File: src/rtl/bcd_conv_seq.sv
// Sequential double-dabble binary-to-BCD converter, one shift-and-adjust step per clock.
// Optional leading-zero blank mask is enabled by defining BCD_ZERO_BLANK_EN.
//
// state | meaning
// IDLE  | waiting for start; result registers hold the last conversion
// SHIFT | one adjust+shift step per edge, BIN_W steps in total
module bcd_conv_seq #(
  parameter int BIN_W  = 20,
  parameter int DIGITS = 6
) (
  input  logic                  clk,
  input  logic                  rst,
  input  logic                  start,
  input  logic [BIN_W-1:0]      bin,
  output logic                  busy,
  output logic                  valid,
  output logic                  ovf,
  output logic [4*DIGITS-1:0]   bcd
`ifdef BCD_ZERO_BLANK_EN
  ,
  output logic [DIGITS-1:0]     blank
`endif
);

  localparam int BCD_W = 4 * DIGITS;
  localparam int SR_W  = BCD_W + BIN_W;
  localparam int CNT_W = (BIN_W > 1) ? $clog2(BIN_W) : 1;
  localparam logic [63:0]      MAX      = 64'(10 ** DIGITS) - 64'd1;
  localparam logic [CNT_W-1:0] CNT_LAST = CNT_W'(BIN_W - 1);

  typedef enum logic {IDLE, SHIFT} state_t;

  state_t           state;
  logic [SR_W-1:0]  shreg;
  logic [SR_W-1:0]  step;
  logic [CNT_W-1:0] cnt;
  logic             ovf_q;

  // Adjust every BCD nibble >= 5 by +3, then shift the whole register left by one.
  always_comb begin
    logic [SR_W-1:0] adj;
    logic [3:0]      nib;
    adj = shreg;
    nib = '0;
    for (int i = 0; i < DIGITS; i++) begin
      nib = adj[BIN_W + 4*i +: 4];
      if (nib >= 4'd5)
        adj[BIN_W + 4*i +: 4] = nib + 4'd3;
    end
    step = {adj[SR_W-2:0], 1'b0};
  end

`ifdef BCD_ZERO_BLANK_EN
  logic [DIGITS-1:0] blank_d;

  // blank[i] set when digit i and every digit above it are zero; units never blanked.
  always_comb begin
    logic zero_above;
    blank_d    = '0;
    zero_above = 1'b1;
    for (int i = DIGITS - 1; i >= 1; i--) begin
      zero_above = zero_above & (step[BIN_W + 4*i +: 4] == 4'd0);
      blank_d[i] = zero_above;
    end
  end
`endif

  always_ff @(posedge clk or posedge rst) begin
    if (rst) begin
      state <= IDLE;
      shreg <= '0;
      cnt   <= '0;
      ovf_q <= 1'b0;
      busy  <= 1'b0;
      valid <= 1'b0;
      ovf   <= 1'b0;
      bcd   <= '0;
`ifdef BCD_ZERO_BLANK_EN
      blank <= '0;
`endif
    end else begin
      valid <= 1'b0;
      case (state)
        IDLE: begin
          if (start) begin
            state <= SHIFT;
            shreg <= {{BCD_W{1'b0}}, bin};
            cnt   <= '0;
            busy  <= 1'b1;
            ovf_q <= (64'(bin) > MAX);
          end
        end
        SHIFT: begin
          shreg <= step;
          cnt   <= cnt + CNT_W'(1);
          if (cnt == CNT_LAST) begin
            state <= IDLE;
            busy  <= 1'b0;
            valid <= 1'b1;
            ovf   <= ovf_q;
            // Out-of-range inputs saturate the display to all nines.
            bcd   <= ovf_q ? {DIGITS{4'h9}} : step[SR_W-1:BIN_W];
`ifdef BCD_ZERO_BLANK_EN
            blank <= ovf_q ? '0 : blank_d;
`endif
          end
        end
        default: state <= IDLE;
      endcase
    end
  end

endmodule
File: config.mk
export PLATFORM = sky130hd
export DESIGN_NAME = bcd_conv_seq
export DESIGN_NICKNAME = d
export VERILOG_FILES = /design/src/rtl/bcd_conv_seq.sv
export SDC_FILE = /design/constraint.sdc
export NUM_CORES = 1
export LEC_CHECK = 0
export ABC_AREA = 1
export BUFFER_PORTS_ARGS = -buffer_cell sky130_fd_sc_hd__buf_2
export CAP_MARGIN = 5
export CORE_ASPECT_RATIO = 0.6
export CORE_MARGIN = 2
export CORE_UTILIZATION = 30
export CTS_CLUSTER_SIZE = 10
export DETAILED_ROUTE_END_ITERATION = 7
export SLEW_MARGIN = 20
export SYNTH_ARGS = -nofsm -noshare
export SYNTH_HDL_FRONTEND = slang
export SYNTH_SLANG_ARGS = --single-unit
File: constraint.sdc
create_clock -name clk -period 2.5 [get_ports clk]
set_clock_uncertainty 0.2 [all_clocks]
set_input_delay 0.5 -clock clk [delete_from_list [all_inputs] [get_ports clk]]
set_output_delay 0.5 -clock clk [all_outputs]
set_load 0.1 [all_outputs]
Yosys cells after proc, flatten, opt, wreduce, memory -nomap -nowiden
Index checks and enable logic that the tools add are counted.
- reduce and logical (&&, ||, !) cells: 3
- equality and inequality tests: 3
- $lt $le $gt $ge: 7
- bitwise operators: 1
- $add $sub $neg: 7
- multiplexer cells: 19
- operators with widths (operator ; number):
    $pmux W44 S2 ; 1
    $mux W44 ; 1
    $ge A4 B3 Y1 const B ; 6
    $mux W24 ; 1
    $add A4 B2 Y4 const B ; 5
    $gt A20 B20 Y1 const B ; 1
    $mux W4 ; 5
    $pmux W5 S2 ; 1
    $mux W1 ; 6
    $reduce_and A2 Y1 ; 3
    $add A5 B1 Y5 const B ; 1
    $eq A5 B5 Y1 const B ; 1
    $mux W5 ; 1
    $pmux W1 S2 ; 2
    $add A3 B2 Y3 const B ; 1
    $mux W3 ; 1
    $ne A2 B1 Y1 const B ; 1
    $ne A2 B2 Y1 const B ; 1
    $not A1 Y1 ; 1
- register bits after elaboration: 78
- output and inout bits: 27
- word-level logic and storage cells: 48

Longest topological paths before layout
Gate-level depths: netlist of run 1.
- depth in word-level cells: 3
- mapped depth: 10
- gate-level depth less buffers: 10

Least setup slack after synthesis of run 1
Ideal clock, no wire load.
- path type: reg2out
- from: register bcd[0]
- to: output bcd[0]
- path slack: 0.902 ns
- arrival: 0.898 ns
- buffers on the path: 0
- data required time: 1.800 ns
- stages on the path, launching flop included: 1
- cells stage by stage: dfrtp_1
- RTL lines (what ; line ; source):
    start, declared ; 18 ; output logic [4*DIGITS-1:0] bcd
    start signal, assigned ; 102 ; bcd <= ovf_q ? {DIGITS{4'h9}} : step[SR_W-1:BIN_W];
No word-level cell between the ends.

Final worst setup path of run 1
- from: register cnt[0]
- to: register bcd[8]
- cells in the longest elaborated chain, start to end: 2
- RTL lines (what ; line ; source):
    start, declared ; 36 ; logic [CNT_W-1:0] cnt;
    start signal, assigned ; 95 ; cnt <= cnt + CNT_W'(1);
    $eq A5 B5 Y1 ; 96 ; if (cnt == CNT_LAST) begin
    $reduce_and A2 Y1 (no line) ; - ;
Every way passes these cells.
A chain may end at the register's enable or synchronous reset.

==> metrics.yaml, run 1 <==
reg2reg_from: "cnt[0]"
post_drt_via_cell_ratio: 4.61
critPathArrivalTime_ns: 1.95
placeable_core_region_mm2: 0.0122
stdcell_count: 695
firstDrtPassIters: 4
netlist.top_cell.by_area: "sky130_fd_sc_hd__dfrtp_1"
finalWorstPathRequiredPeriod_ns: 1.92
fp.dieW_um: 149
boundaryPins: 50
sum_of_overflow_across_all_layers_after_global_routing: 0
root_buffer_cell: "sky130_fd_sc_hd__clkbuf_16"
worstRegToRegCells: 8
kind_of_capture_point_of_the_worst_setup_path: "register"
insertedDiodeCount: 0
crit_fanout: 16
ff_latch_area_mm2: 0.00195
placed_cells: 678
grt_pass1_wl_um: 15400
gp_routability_congestion: 0.818
sequential_element_share_of_the_synthesized_area_pct: 51.5
setup-tns-final_ns: 0
finalCritPeriodShare_pct: 76.7
synth.cell_area_mm2: 0.00379
timing.final.setup_violations: 0
wl_per_cell_um: 13.0
cp-start-kind: "register"
timing_worst_slew_pin_value_ns: 0.498
synth.distinct_cells: 24
min_path_type: "primary input to register"
cts_resized: 0
synth_largest_type_area_fraction_pct: 51.5
hold_viol_final: 0
netlist_instances: 471
finalNetCount: 561
cts-htree-levels: 3
initial_utilization_pct: 31.1
timing.max_cap.violations: 0
rsz0062_at_grt: "no"
clk_pin_slew_ns: 0.06
hp-start: "bin[3]"
worst_slew_margin_rel_pct: 67.0
vias: 3206
synth.area.top_cells: "sky130_fd_sc_hd__dfrtp_1, sky130_fd_sc_hd__nand2_1, sky130_fd_sc_hd__nand3_1, sky130_fd_sc_hd__inv_1, sky130_fd_sc_hd__ha_1"
post-cts-setup-buffer-count: 0
final_routed_wirelength_across_all_metal_layers_um: 9020
fmaxAchievable_mhz: 521
cts_sinks: 78
post-route-drc-count: 0
die_height_um: 91.1
cts_tree: "built"
gr-usage-all-layers_pct: 14.4
buffer_ports.inserted: 49
num_rows: 31
cp_launch_point: "cnt[0]"
yosysWarnings: 0
cts-buffers-inserted: 9
path_class: "register to register"
worst-endpoint-required_ns: 2.53
area_growth_from_synthesis_to_layout_pct: 19.8
grt_pass1_vias: 3112
reg2reg_slack_ns: 0.58
route.antenna.remaining_nets: 0
clock_tree.buffer_depth: 2
postSynthAreaPerCell_um2: 8.05
detail_route.iter0.violations: 258
layout_cell_share_with_drive_strength_beyond_1_pct: 16.2
grt_start_max_net_pins: 47
min_delay_path_depth: 3
status: "finished clean"
fin_hold_ws_ns: 0.189
report.final.slew_viol_count: 0
die_area_mm2: 0.0136
detailedPlacementHpwl_um: 6280
fillCellCount: 1256
synth_fp_nets: 507
multi_input_comb_area_mm2: 0.00155
ys_ff_latch: 78
clk-insertion-delay-late_ns: 0.34
number_of_antenna_violations_at_the_first_check_in_global_routing: 0
## layout by cell type (no fill, tap or decap), drive strengths merged, types with 8 or more instances in the layout
cell type and count:
buf 56, nand2 185, nand3 40, clkbuf 10, o21ai 25, inv 51
ha 13, a21oi 8, nor2 29, dfrtp 78
## what timing repair did
action / CTS / global route
endpoints found under the hold margin: 16 / 0
hold buffers: 1 / 0
setup endpoints to repair: 0 / 0
## final timing paths
check                                  to
max in group asynchronous       shreg[24]
worst max-delay path               bcd[8]
worst min register to register     bcd[5]
worst max register to register     bcd[8]
worst min-delay path             shreg[3]
min in group asynchronous       shreg[14]
## final cells by class
type	instances	area share [%]
Multi-Input combinational cell	327	34.2
Tap cell	165	4.55
Timing Repair Buffer	57	7.06
Sequential cell	78	43.0
Clock buffer	10	5.26
Clock inverter	6	1.57
Inverter	52	4.38
## worst max-delay path, cell delays in order, from the launching register on
cell	delay, ns
sky130_fd_sc_hd__dfrtp_1	0.40
sky130_fd_sc_hd__ha_1	0.25
sky130_fd_sc_hd__nand2_4	0.10
sky130_fd_sc_hd__nor2_4	0.04
sky130_fd_sc_hd__nand2_4	0.21
sky130_fd_sc_hd__inv_2	0.19
sky130_fd_sc_hd__or2_2	0.31
sky130_fd_sc_hd__nand2_1	0.07
sky130_fd_sc_hd__inv_1	0.04
## flip-flops by register name, indices dropped and copies added (netlist names)
register / cells
bcd: 24
state: 1
ovf_q: 1
busy: 1
ovf: 1
valid: 1
cnt: 5
shreg: 44
## cell families (layout without fill, tap and decap cells)
group	after synthesis	count (layout)	share of synthesized area [%]
compound gates	46	46	6.77
simple gates	268	268	29.9
fa+ha+maj	13	13	4.29
buf+inv	66	125	7.56
flops	78	78	51.5
## cells in the mapped netlist, drive strengths merged
master  count
buf        11
inv        52
a21oi       8
ha         13
nand4       7
o211ai      4
nor2       29
dfrtp      78
o22ai       7
nand3      40
o21ai      25
nand2     185
or2         5
nor3        2
a22o        2
clkbuf      3
## routing by layer
layer / vias to the layer above / global-route usage, % / share of wire, %
met5: - / 0 / 0
met4: 0 / 4.21 / 1.5
met3: 15 / 4.02 / 6.0
met2: 99 / 19.1 / 40
met1: 1489 / 22.2 / 53
li1: 1603 / - / -
## stage by stage
| step | setup WS (ns) | utilization, % | instance area (um^2) |
|---|---|---|---|
| global route | 0.443 | 37.3 | 4540 |
| global placement | 0.619 | 34.6 | 4220 |
| finish | 0.582 | 37.3 | 4540 |
| CTS | 0.570 | 37.3 | 4540 |
| detailed placement | 0.575 | 34.6 | 4220 |
| floorplan | 0.902 | - | 3790 |
Power of run 1 is not shown: default switching activity piles up to over one toggle a cycle in this logic, so the estimate is an artifact.
==> run 2, diff against run 1 <==
==> constraint.sdc (replaced) <==
create_clock -name clk -period 2 [get_ports clk]
set_clock_uncertainty 0.2 [all_clocks]
set_input_delay 0.4 -clock clk [delete_from_list [all_inputs] [get_ports clk]]
set_output_delay 0.4 -clock clk [all_outputs]
set_load 0.1 [all_outputs]
==> run 2 against run 1 <==
Against the previous run: sequential share of layout area barely moved; critical path type is now register to output port; highest routed layer unchanged; setup slack got worse by 0.35 ns; first-iteration DRC count fell by 18%.
==> metrics.yaml, run 2 (synthesis gave the netlist of run 1 again) <==
timing.final.ws_setup_ns: 0.234
met1_usage_pct: 21.0
sum_of_overflow_across_all_layers_after_global_routing: 0
grtUsageMet2_pct: 21.1
cp_cell_sequence: "buf_2"
insertedDiodeCount: 0
die_area_mm2: 0.0136
cts-buffers-inserted: 9
setup-tns-final_ns: 0
stdcell_count: 700
cts_tree: "built"
post-route-drc-count: 0
die_height_um: 91.1
multi_input_comb_area_mm2: 0.00155
grt_pass1_vias: 3223
critPathArrivalTime_ns: 1.17
wl_per_cell_um: 13.1
placed_cells: 683
status: "finished clean"
area_growth_from_synthesis_to_layout_pct: 19.9
min_delay_path_depth: 3
rsz0062_at_grt: "no"
final_util_pct: 37.3
timing.max_cap.violations: 0
number_of_antenna_violations_at_the_first_check_in_global_routing: 0
grt_start_max_net_pins: 44
kind_of_capture_point_of_the_worst_setup_path: "output port"
worst_slew_margin_rel_pct: 67.1
critPathTopFamily: "buffers and inverters"
finalWorstPathRequiredPeriod_ns: 1.77
path_class: "register to output port"
min_path_type: "primary input to register"
hold_viol_final: 0
cp_slowest_cell: "sky130_fd_sc_hd__buf_2"
regMostFlops: "shreg"
report.final.slew_viol_count: 0
root_buffer_cell: "sky130_fd_sc_hd__clkbuf_16"
clk_pin_slew_ns: 0.06
cp_num_cells: 1
buffer_ports.inserted: 49
timing.critical_path.buf_inv: 1
vias: 3186
ff_latch_area_mm2: 0.00195
grt_util_met3_pct: 4.37
fmaxAchievable_mhz: 566
num_rows: 31
gp_routability_congestion: 0.801
fp.dieW_um: 149
final_routed_wirelength_across_all_metal_layers_um: 9150
grt-busiest-layer: "met2"
clk-insertion-delay-late_ns: 0.34
layout_top_registers: "shreg x44, bcd x24, cnt x5"
crit_fanout: 2
detailedPlacementHpwl_um: 6530
timing.critical_path.slowest_cell_delay_ns: 0.44
grt_pass1_wl_um: 15600
layout_cell_share_with_drive_strength_beyond_1_pct: 17.0
timing_worst_slew_pin_value_ns: 0.496
boundaryPins: 50
post-cts-setup-buffer-count: 0
cp-start-kind: "register"
cts-htree-levels: 3
fillCellCount: 1264
firstDrtPassIters: 5
worstRegToRegCells: 8
mostFrequentLayoutCells: "sky130_fd_sc_hd__nand2_1, sky130_fd_sc_hd__dfrtp_1, sky130_fd_sc_hd__inv_1, sky130_fd_sc_hd__buf_2, sky130_fd_sc_hd__nand3_1"
flip_flop_count_of_the_largest_register_all_copies_and_words_added: 44
clock_tree.buffer_depth: 2
finalNetCount: 566
pre_cts_slack_ns: 0.274
placeable_core_region_mm2: 0.0122
finalCritPeriodShare_pct: 88.3
timing.final.setup_violations: 0
cts_sinks: 78
initial_utilization_pct: 31.1
detail_route.iter0.violations: 212
post_drt_via_cell_ratio: 4.55
worst-endpoint-required_ns: 1.40
layout.cells.most_common: "sky130_fd_sc_hd__nand2_1"
gr-usage-all-layers_pct: 14.6
route.antenna.remaining_nets: 0
## run 2: cell count changes in the layout (fill, tap and decap cells not counted)
cell / before / now
sky130_fd_sc_hd__buf_4: 6 / 11
sky130_fd_sc_hd__bufinv_16: 1 / 0
sky130_fd_sc_hd__clkinv_2: 0 / 3
sky130_fd_sc_hd__clkinv_4: 3 / 0
sky130_fd_sc_hd__clkinvlp_4: 3 / 4
## run 2: repair_timing
action                    in CTS  in global routing
hold buffers                   1                  0
hold endpoints to repair      11                  0
gates resized for setup        0                  0
## run 2: through the flow
stage          hold WS [ns]  cell area (um^2)
2_1_floorplan         0.249              3790
3_3_place_gp          0.186              4260
3_5_place_dp          0.188              4260
4_1_cts              0.0707              4540
5_1_grt              0.0809              4540
6_report             0.0765              4540
## run 2: routing by layer
metal | vias to the layer above | wire, um
li1 | 1612 | -
met1 | 1493 | 4690
met5 | - | 0
met2 | 71 | 3820
met3 | 10 | 556
met4 | 0 | 83
## run 2: final cells by class
cell class	count	share of cell area, %
clock buffer	10	5.26
clock inverter	6	0.826
inverter	52	4.38
multi-input combinational	327	34.2
sequential	78	43.0
tap	165	4.54
timing repair buffer	62	7.88
## run 2: worst paths after layout
kind,start,endpoint,slack [ns]
hold / removal,bin[1],shreg[1],0.08
max in group asynchronous,rst,bcd[5],0.60
min in group asynchronous,rst,busy,0.37
setup reg to reg,cnt[0],bcd[20],0.25
setup / recovery,bcd[23],bcd[23],0.23
hold reg to reg,bcd[5],bcd[5],0.28
## run 2: tightest hold or removal path: cells and delay by family
family | cells | cell delay [ns]
buffers and inverters | 1 | 0.07
and+or+nand+nor | 2 | 0.11
Power of run 2 is left out for the same reason.
